`config.mk`:
```
export PLATFORM = sky130hd
export DESIGN_NAME = adder_seq_ctrl_flat
export DESIGN_NICKNAME = d
export VERILOG_FILES = /design/src/rtl/adder_seq_ctrl_if.sv /design/src/rtl/adder_seq_ctrl.sv /design/src/flat_wrapper.sv
export SDC_FILE = /design/constraint.sdc
export NUM_CORES = 1
export LEC_CHECK = 0
export ABC_AREA = 1
export ABC_CLOCK_PERIOD_IN_PS = 2300
export BUFFER_PORTS_ARGS = -buffer_cell sky130_fd_sc_hd__buf_2
export CAP_MARGIN = 20
export CORE_MARGIN = 5
export CORE_UTILIZATION = 52
export DETAILED_ROUTE_END_ITERATION = 8
export PLACE_DENSITY = 0.77
export SYNTH_ARGS = -nofsm -noshare
export SYNTH_HDL_FRONTEND = slang
export SYNTH_SLANG_ARGS = --single-unit
```
`constraint.sdc`:
```
create_clock -name i_clk -period 2.3 [get_ports i_clk]
set_clock_uncertainty 0.15 [all_clocks]
set_input_delay 0.115 -clock i_clk [delete_from_list [all_inputs] [get_ports i_clk]]
set_output_delay 0.115 -clock i_clk [all_outputs]
set_load 0.02 [all_outputs]
```
`src/rtl/adder_seq_ctrl_if.sv`:
```
`default_nettype none
// ============================================================================
// adder_seq_ctrl_if : requester handshake plus shared 4-bit adder port bundle
// Revision          : 1.0
// ============================================================================
interface adder_seq_ctrl_if #(
  parameter int WIDTH = 16
) ();
  logic             i_start;
  logic [WIDTH-1:0] i_a;
  logic [WIDTH-1:0] i_b;
  logic             i_cin;
  logic             o_ready;
  logic             o_busy;
  logic             o_done;
  logic [WIDTH-1:0] o_sum;
  logic             o_cout;
  logic [3:0]       o_add_a;
  logic [3:0]       o_add_b;
  logic             o_add_cin;
  logic [3:0]       i_add_sum;
  logic             i_add_cout;

  // Controller side
  modport slave (
    input  i_start, i_a, i_b, i_cin, i_add_sum, i_add_cout,
    output o_ready, o_busy, o_done, o_sum, o_cout, o_add_a, o_add_b, o_add_cin
  );

  // Requester / external adder side
  modport master (
    output i_start, i_a, i_b, i_cin, i_add_sum, i_add_cout,
    input  o_ready, o_busy, o_done, o_sum, o_cout, o_add_a, o_add_b, o_add_cin
  );
endinterface
`default_nettype wire

```
`src/rtl/adder_seq_ctrl.sv`:
```
`default_nettype none
// ============================================================================
// adder_seq_ctrl : WIDTH-bit add sequenced nibble-by-nibble through a shared
//                  external 4-bit adder, LSB first, carry chained in a register
// Revision       : 1.0
// ============================================================================
module adder_seq_ctrl #(
  parameter int WIDTH = 16
) (
  input  wire logic         i_clk,
  input  wire logic         i_rst,
  adder_seq_ctrl_if.slave   bus
);
  localparam int c_NIB = WIDTH / 4;
  localparam int c_KW  = (c_NIB > 1) ? $clog2(c_NIB) : 1;

  typedef enum logic [1:0] {
    S_IDLE = 2'd0,
    S_RUN  = 2'd1,
    S_DONE = 2'd2
  } state_t;

  state_t           r_state;
  state_t           w_state_nxt;
  logic [c_KW-1:0]  r_k;
  logic [WIDTH-1:0] r_a;
  logic [WIDTH-1:0] r_b;
  logic [WIDTH-1:0] r_sum;
  logic             r_c;
  logic             r_cout;
  logic             w_last;
  logic [3:0]       w_add_a;
  logic [3:0]       w_add_b;
  logic             w_add_cin;

  assign w_last = (r_k == c_KW'(c_NIB - 1));

  always_ff @(posedge i_clk) begin
    if (i_rst) begin
      r_state <= S_IDLE;
    end else begin
      r_state <= w_state_nxt;
    end
  end

  always_comb begin
    w_state_nxt = r_state;
    w_add_a     = 4'd0;
    w_add_b     = 4'd0;
    w_add_cin   = 1'b0;
    case (r_state)
      S_IDLE: begin
        if (bus.i_start) w_state_nxt = S_RUN;
      end
      S_RUN: begin
        w_add_a   = r_a[{r_k, 2'b00} +: 4];
        w_add_b   = r_b[{r_k, 2'b00} +: 4];
        w_add_cin = r_c;
        if (w_last) w_state_nxt = S_DONE;
      end
      S_DONE: begin
        w_state_nxt = S_IDLE;
      end
      default: begin
        w_state_nxt = S_IDLE;
      end
    endcase
  end

  // Datapath: operand capture on accept, one nibble of result per RUN cycle
  always_ff @(posedge i_clk) begin
    if (i_rst) begin
      r_k    <= '0;
      r_a    <= '0;
      r_b    <= '0;
      r_c    <= 1'b0;
      r_sum  <= '0;
      r_cout <= 1'b0;
    end else begin
      case (r_state)
        S_IDLE: begin
          if (bus.i_start) begin
            r_a    <= bus.i_a;
            r_b    <= bus.i_b;
            r_c    <= bus.i_cin;
            r_sum  <= '0;
            r_cout <= 1'b0;
            r_k    <= '0;
          end
        end
        S_RUN: begin
          r_sum[{r_k, 2'b00} +: 4] <= bus.i_add_sum;
          r_c                      <= bus.i_add_cout;
          if (w_last) begin
            r_cout <= bus.i_add_cout;
          end else begin
            r_k <= r_k + c_KW'(1);
          end
        end
        default: begin
        end
      endcase
    end
  end

  assign bus.o_ready   = (r_state == S_IDLE);
  assign bus.o_busy    = (r_state == S_RUN);
  assign bus.o_done    = (r_state == S_DONE);
  assign bus.o_sum     = r_sum;
  assign bus.o_cout    = r_cout;
  assign bus.o_add_a   = w_add_a;
  assign bus.o_add_b   = w_add_b;
  assign bus.o_add_cin = w_add_cin;

endmodule
`default_nettype wire

```
`src/flat_wrapper.sv`:
```
// flat-port wrapper written by rule: the top's interface ports become plain ports
module adder_seq_ctrl_flat 
#(
  parameter int WIDTH = 16
)
  (i_clk, i_rst, bus_i_start, bus_i_a, bus_i_b, bus_i_cin, bus_i_add_sum, bus_i_add_cout, bus_o_ready, bus_o_busy, bus_o_done, bus_o_sum, bus_o_cout, bus_o_add_a, bus_o_add_b, bus_o_add_cin);
  adder_seq_ctrl_if #(.WIDTH(WIDTH)) bus_i ();
  input  wire logic i_clk;
  input  wire logic i_rst;
  input wire logic [$bits(bus_i.i_start)-1:0] bus_i_start;
  input wire logic [$bits(bus_i.i_a)-1:0] bus_i_a;
  input wire logic [$bits(bus_i.i_b)-1:0] bus_i_b;
  input wire logic [$bits(bus_i.i_cin)-1:0] bus_i_cin;
  input wire logic [$bits(bus_i.i_add_sum)-1:0] bus_i_add_sum;
  input wire logic [$bits(bus_i.i_add_cout)-1:0] bus_i_add_cout;
  output wire logic [$bits(bus_i.o_ready)-1:0] bus_o_ready;
  output wire logic [$bits(bus_i.o_busy)-1:0] bus_o_busy;
  output wire logic [$bits(bus_i.o_done)-1:0] bus_o_done;
  output wire logic [$bits(bus_i.o_sum)-1:0] bus_o_sum;
  output wire logic [$bits(bus_i.o_cout)-1:0] bus_o_cout;
  output wire logic [$bits(bus_i.o_add_a)-1:0] bus_o_add_a;
  output wire logic [$bits(bus_i.o_add_b)-1:0] bus_o_add_b;
  output wire logic [$bits(bus_i.o_add_cin)-1:0] bus_o_add_cin;
  assign bus_i.i_start = bus_i_start;
  assign bus_i.i_a = bus_i_a;
  assign bus_i.i_b = bus_i_b;
  assign bus_i.i_cin = bus_i_cin;
  assign bus_i.i_add_sum = bus_i_add_sum;
  assign bus_i.i_add_cout = bus_i_add_cout;
  assign bus_o_ready = bus_i.o_ready;
  assign bus_o_busy = bus_i.o_busy;
  assign bus_o_done = bus_i.o_done;
  assign bus_o_sum = bus_i.o_sum;
  assign bus_o_cout = bus_i.o_cout;
  assign bus_o_add_a = bus_i.o_add_a;
  assign bus_o_add_b = bus_i.o_add_b;
  assign bus_o_add_cin = bus_i.o_add_cin;
  adder_seq_ctrl #(.WIDTH(WIDTH)) u_core (.i_clk(i_clk), .i_rst(i_rst), .bus(bus_i));
endmodule
```
### Yosys cells after proc, flatten, opt, wreduce, memory -nomap -nowiden

Index checks and enable logic that the tools add are counted.
W data, S select, Z words.

| word-level totals | value |
|---|---|
| output and inout port bits | 29 |
| input port bits | 41 |
| register bits | 54 |
| logic and storage cells | 43 |

| cells by class | value |
|---|---|
| eq/ne operators | 6 |
| $add $sub $neg | 2 |
| multiplexer cells | 17 |
| reduce and logical (&&, ||, !) cells | 7 |
| shift-type cells | 4 |

Operator list:

| operator | count |
|---|---|
| $pmux W16 S2 | 1 |
| $shiftx A16 B5 Y4 | 2 |
| $bwmux W16 | 1 |
| $mux W16 | 1 |
| $shift A4 B6 Y16 const A | 1 |
| $shiftx A4 B6 Y16 | 1 |
| $mux W2 | 4 |
| $mux W4 | 2 |
| $pmux W2 S2 | 2 |
| $neg A4 Y6 | 1 |
| $reduce_and A2 Y1 | 3 |
| $reduce_and A3 Y1 | 2 |
| $eq A2 B2 Y1 const B | 2 |
| $mux W1 | 4 |
| $ne A2 B2 Y1 const B | 2 |
| $pmux W1 S2 | 2 |
| $add A2 B1 Y2 const B | 1 |
| $eq A2 B1 Y1 const B | 1 |
| $logic_not A2 Y1 | 1 |
| $ne A2 B1 Y1 const B | 1 |
| $reduce_bool A2 Y1 | 1 |

### Depth between registers and ports, before layout

| depth | value |
|---|---|
| word-level depth | 4 |
| gate-level depth with buffers | 10 |
| depth with buffers taken out | 8 |

### Least setup slack after synthesis

OpenSTA, ideal clock, no wires.

| path | value |
|---|---|
| path kind | reg2reg |
| start | reg u_core.r_k[0] |
| end | reg u_core.r_sum[1] (netlist: u_core.bus.o_sum[1]) |
| cell stages (with the launch flop) | 10 |
| arrival time | 1632 ps |
| period minus slack after synthesis | 1845 ps |
| path slack | 455 ps |
| required time | 2086 ps |
| cells stage by stage | dfxtp_1 -> buf_2 -> inv_1 -> buf_2 -> ha_1 -> nor2_1 -> nand2_1 -> nor2_1 -> nor2_1 -> nor2_1 |

| between the ends | value |
|---|---|
| cells in the longest elaborated chain, start to end | 4 |
| elaborated cells between the ends (all ways) | 5 |

RTL lines:

| item | line | text |
|---|---|---|
| from (decl) | adder_seq_ctrl.sv:25 | `logic [c_KW-1:0] r_k;` |
| from (signal assigned) | adder_seq_ctrl.sv:97 | `r_k <= r_k + c_KW'(1);` |
| $neg A4 Y6 (*) | adder_seq_ctrl.sv:92 | `r_sum[{r_k, 2'b00} +: 4] <= bus.i_add_sum;` |
| $shiftx A4 B6 Y16 / $shift A4 B6 Y16 (equally long branches) | adder_seq_ctrl.sv:92 |  |
| $bwmux W16 (*) | adder_seq_ctrl.sv:92 |  |
| $pmux W16 S2 (*) | adder_seq_ctrl.sv:80 | `case (r_state)` |
| to (signal, indexed assignment) | adder_seq_ctrl.sv:92 |  |
| to (decl) | adder_seq_ctrl.sv:28 | `logic [WIDTH-1:0] r_sum;` |

Mark *: on every way between the ends. The rest lies on a longest branch, timed or not.
A chain may end at the register's enable or synchronous reset.

### Worst setup path after layout

| path | value |
|---|---|
| start | reg u_core.r_state[0] |
| end | out bus_o_add_a[1] |

| between the ends | value |
|---|---|
| cells in the longest elaborated chain, start to end | 2 |

RTL lines:

| item | line | text |
|---|---|---|
| from (decl) | adder_seq_ctrl.sv:23 | `state_t r_state;` |
| from (signal assigned) | adder_seq_ctrl.sv:42 | `r_state <= w_state_nxt;` |
| $eq A2 B1 Y1 | adder_seq_ctrl.sv:51 | `case (r_state)` |
| $mux W4 | adder_seq_ctrl.sv:51 |  |
| to (decl) | flat_wrapper.sv:21 | `output wire logic [$bits(bus_i.o_add_a)-1:0] bus_o_add_a;` |

No other way between the ends.

==> flow_metrics.tcl <==
set metrics [dict create \
    status "completed" \
    place_ws_ns 0.618 \
    dr_total_vias 2648 \
    layout-drive-gt1-share 0.199 \
    syn_area_um2 2490 \
    clk_latency_ns 0.30 \
    path_delay_family "buffers and inverters" \
    wl_um 6730 \
    grt_max_degree 48 \
    p_leak_uw 0.00154 \
    grt_pass1_wl_um 11500 \
    fin_crit_ns 1.85 \
    syn2layout_area_growth_pct 34.1 \
    cts_resized 0 \
    arrival_ns 1.58 \
    die_area_um2 6280 \
    cts_tree "done" \
    cts_hold_buf 34 \
    port_buffers 69 \
    maxSlewViolCount 0 \
    ios 70 \
    yosysSeqAreaShare 0.433 \
    setup_ws_ns 0.453 \
    worst_pin_slew_ns 0.456 \
    cp_max_fo 10 \
    hold_ws_ns 0.0163 \
    ant_nets 0 \
    synth-seq-cells 54 \
    dp_hpwl_um 4290 \
    antenna_found_initial 0 \
    route.detailed.drc 0 \
    path_clk_slew_ns 0.09 \
    synth_warnings 0 \
    hold_viol 0 \
    final_net_count 509 \
    relSlewSlack 0.696 \
    num_antenna_cells 0 \
    tns_ns 0 \
    post_cts_buffers 0 \
    critPathKind "reg2out" \
    synth_cell_type_count 20 \
    fillers 405 \
    cts_max_path_buffers 2 \
    max_freq_mhz 541 \
    rsz0062_at_grt "false" \
    first_global_vias 2578 \
    wl_per_cell_um 13.0 \
    core_um2 4690 \
    final_cell_mix "nor2_1, buf_2, dfxtp_1" \
    crit_required_ns 2.04 \
    p_per_area_nw_per_um2 654 \
    start_kind "flip-flop" \
    cpPeakStageDelay_ns 0.40 \
    layout_commonest_cell "nor2_1" \
    syn_inst 364 \
    rows 25 \
    crit_slowest_cell "dfxtp_1" \
    synth_fp_nets 411 \
    h-tree-depth 2 \
    die_w_um 79.3 \
    cap_violations 0 \
    grt-ovfl-total 0 \
    cts_sinks 54 \
    hold_class "in2reg" \
    track_usage 0.227 \
    vdd_drop_max_mv 0.375 \
    initial_utilization 0.532 \
    drt_pass1_iterations 4 \
    cts_root_buf "clkbuf_8" \
    vias_per_cell 5.12 \
    syn_area_per_cell_um2 6.85 \
    cts_made_buffers 5 \
    dieHeight_um 79.3 \
    finalSetupViolCount 0 \
    place.gp.congestion 0.811 \
    crit_chain "buf_4 > nand2_1 > a21oi_1 > buf_2" \
    drt_iter0_markers 187 \
    crit_buf_inv 2 \
    crit_path_end_kind "primary output" \
    timing.final.crit_share 0.803 \
]
## worst min-delay path, cell delays in order
cell and delay, ns:
buf_2 0.11, nand2_1 0.06, nor2_1 0.04, nor2_1 0.08
nor2_1 0.04
## flip-flops by register name, indices dropped and copies added, names as in the netlist
name,flops
u_core.bus.o_cout,1
u_core.bus.o_sum,16
u_core.r_a,16
u_core.r_b,16
u_core.r_c,1
u_core.r_k,2
u_core.r_state,2
## layer usage
layer | vias up | part of all wire | GRT usage
met5 | - | 0 | 0
met4 | 0 | 0.025 | 0.0945
met1 | 1183 | 0.43 | 0.283
met2 | 90 | 0.48 | 0.377
li1 | 1357 | - | -
met3 | 18 | 0.060 | 0.0522
## final cells by class
class	instances	area, µm²	share of cell area
clock buffers	6	82.6	0.0247
clock inverters	2	60.1	0.0180
inverters	27	101	0.0303
multi-input cells	264	1210	0.363
flip-flops and latches	54	1080	0.323
well taps	54	67.6	0.0202
repair buffers	110	738	0.221
## report_power, final
part	internal, µW	switching [µW]	total [µW]
combinational	161	236	397
clock	464	307	771
sequential	992	27.8	1020
## synth_stat cells
library cell | n | area share
nor2_1 | 102 | 0.15
dfxtp_1 | 54 | 0.43
nand2_1 | 48 | 0.072
o21ai_0 | 40 | 0.080
a21oi_1 | 34 | 0.068
nand3_1 | 25 | 0.050
inv_1 | 22 | 0.033
buf_2 | 9 | 0.018
ha_1 | 6 | 0.030
clkbuf_1 | 5 | 0.0075
buf_4 | 4 | 0.012
inv_2 | 3 | 0.0045
clkinv_1 | 2 | 0.0030
nand3_2 | 2 | 0.0080
nand3b_1 | 2 | 0.0060
nor2_4 | 2 | 0.0090
clkbuf_2 | 1 | 0.0020
nand2_4 | 1 | 0.0045
nand4_1 | 1 | 0.0025
o21ai_1 | 1 | 0.0020
## final timing paths
kind	slack [ns]	cells after the start	end	startpoint
worst min-delay path	0.02	5	u_core.bus.o_sum[1]$_SDFFE_PP0P_	bus_i_add_sum[1]
worst max register to register	0.58	5	u_core.r_b[15]$_SDFFE_PP0P_	u_core.r_state[1]$_SDFFE_PP0P_
worst min register to register	0.31	2	u_core.r_a[5]$_SDFFE_PP0P_	u_core.r_a[5]$_SDFFE_PP0P_
worst max-delay path	0.45	4	bus_o_add_a[1]	u_core.r_state[0]$_SDFFE_PP0P_
## through the flow
step | std cells | power (µW) | utilization | instance area, µm²
2_1_floorplan | 364 | 1290 | - | 2490
3_3_place_gp | 475 | 1380 | 0.610 | 2860
3_5_place_dp | 475 | 1390 | 0.610 | 2860
4_1_cts | 517 | 2190 | 0.713 | 3340
5_1_grt | 517 | 2310 | 0.713 | 3340
6_report | 517 | 2190 | 0.713 | 3340
## cells by family (layout without fill, tap and decap cells)
group / count (synthesis) / after routing / share of synthesized area
AO/OA/AOI/OAI: 75 / 75 / 0.150
AND/OR/NAND/NOR: 183 / 183 / 0.306
adder cells (fa/ha/maj): 6 / 6 / 0.0301
flip-flops: 54 / 54 / 0.433
buffers and inverters: 46 / 145 / 0.0802
Power figures use the tool's default switching activity.
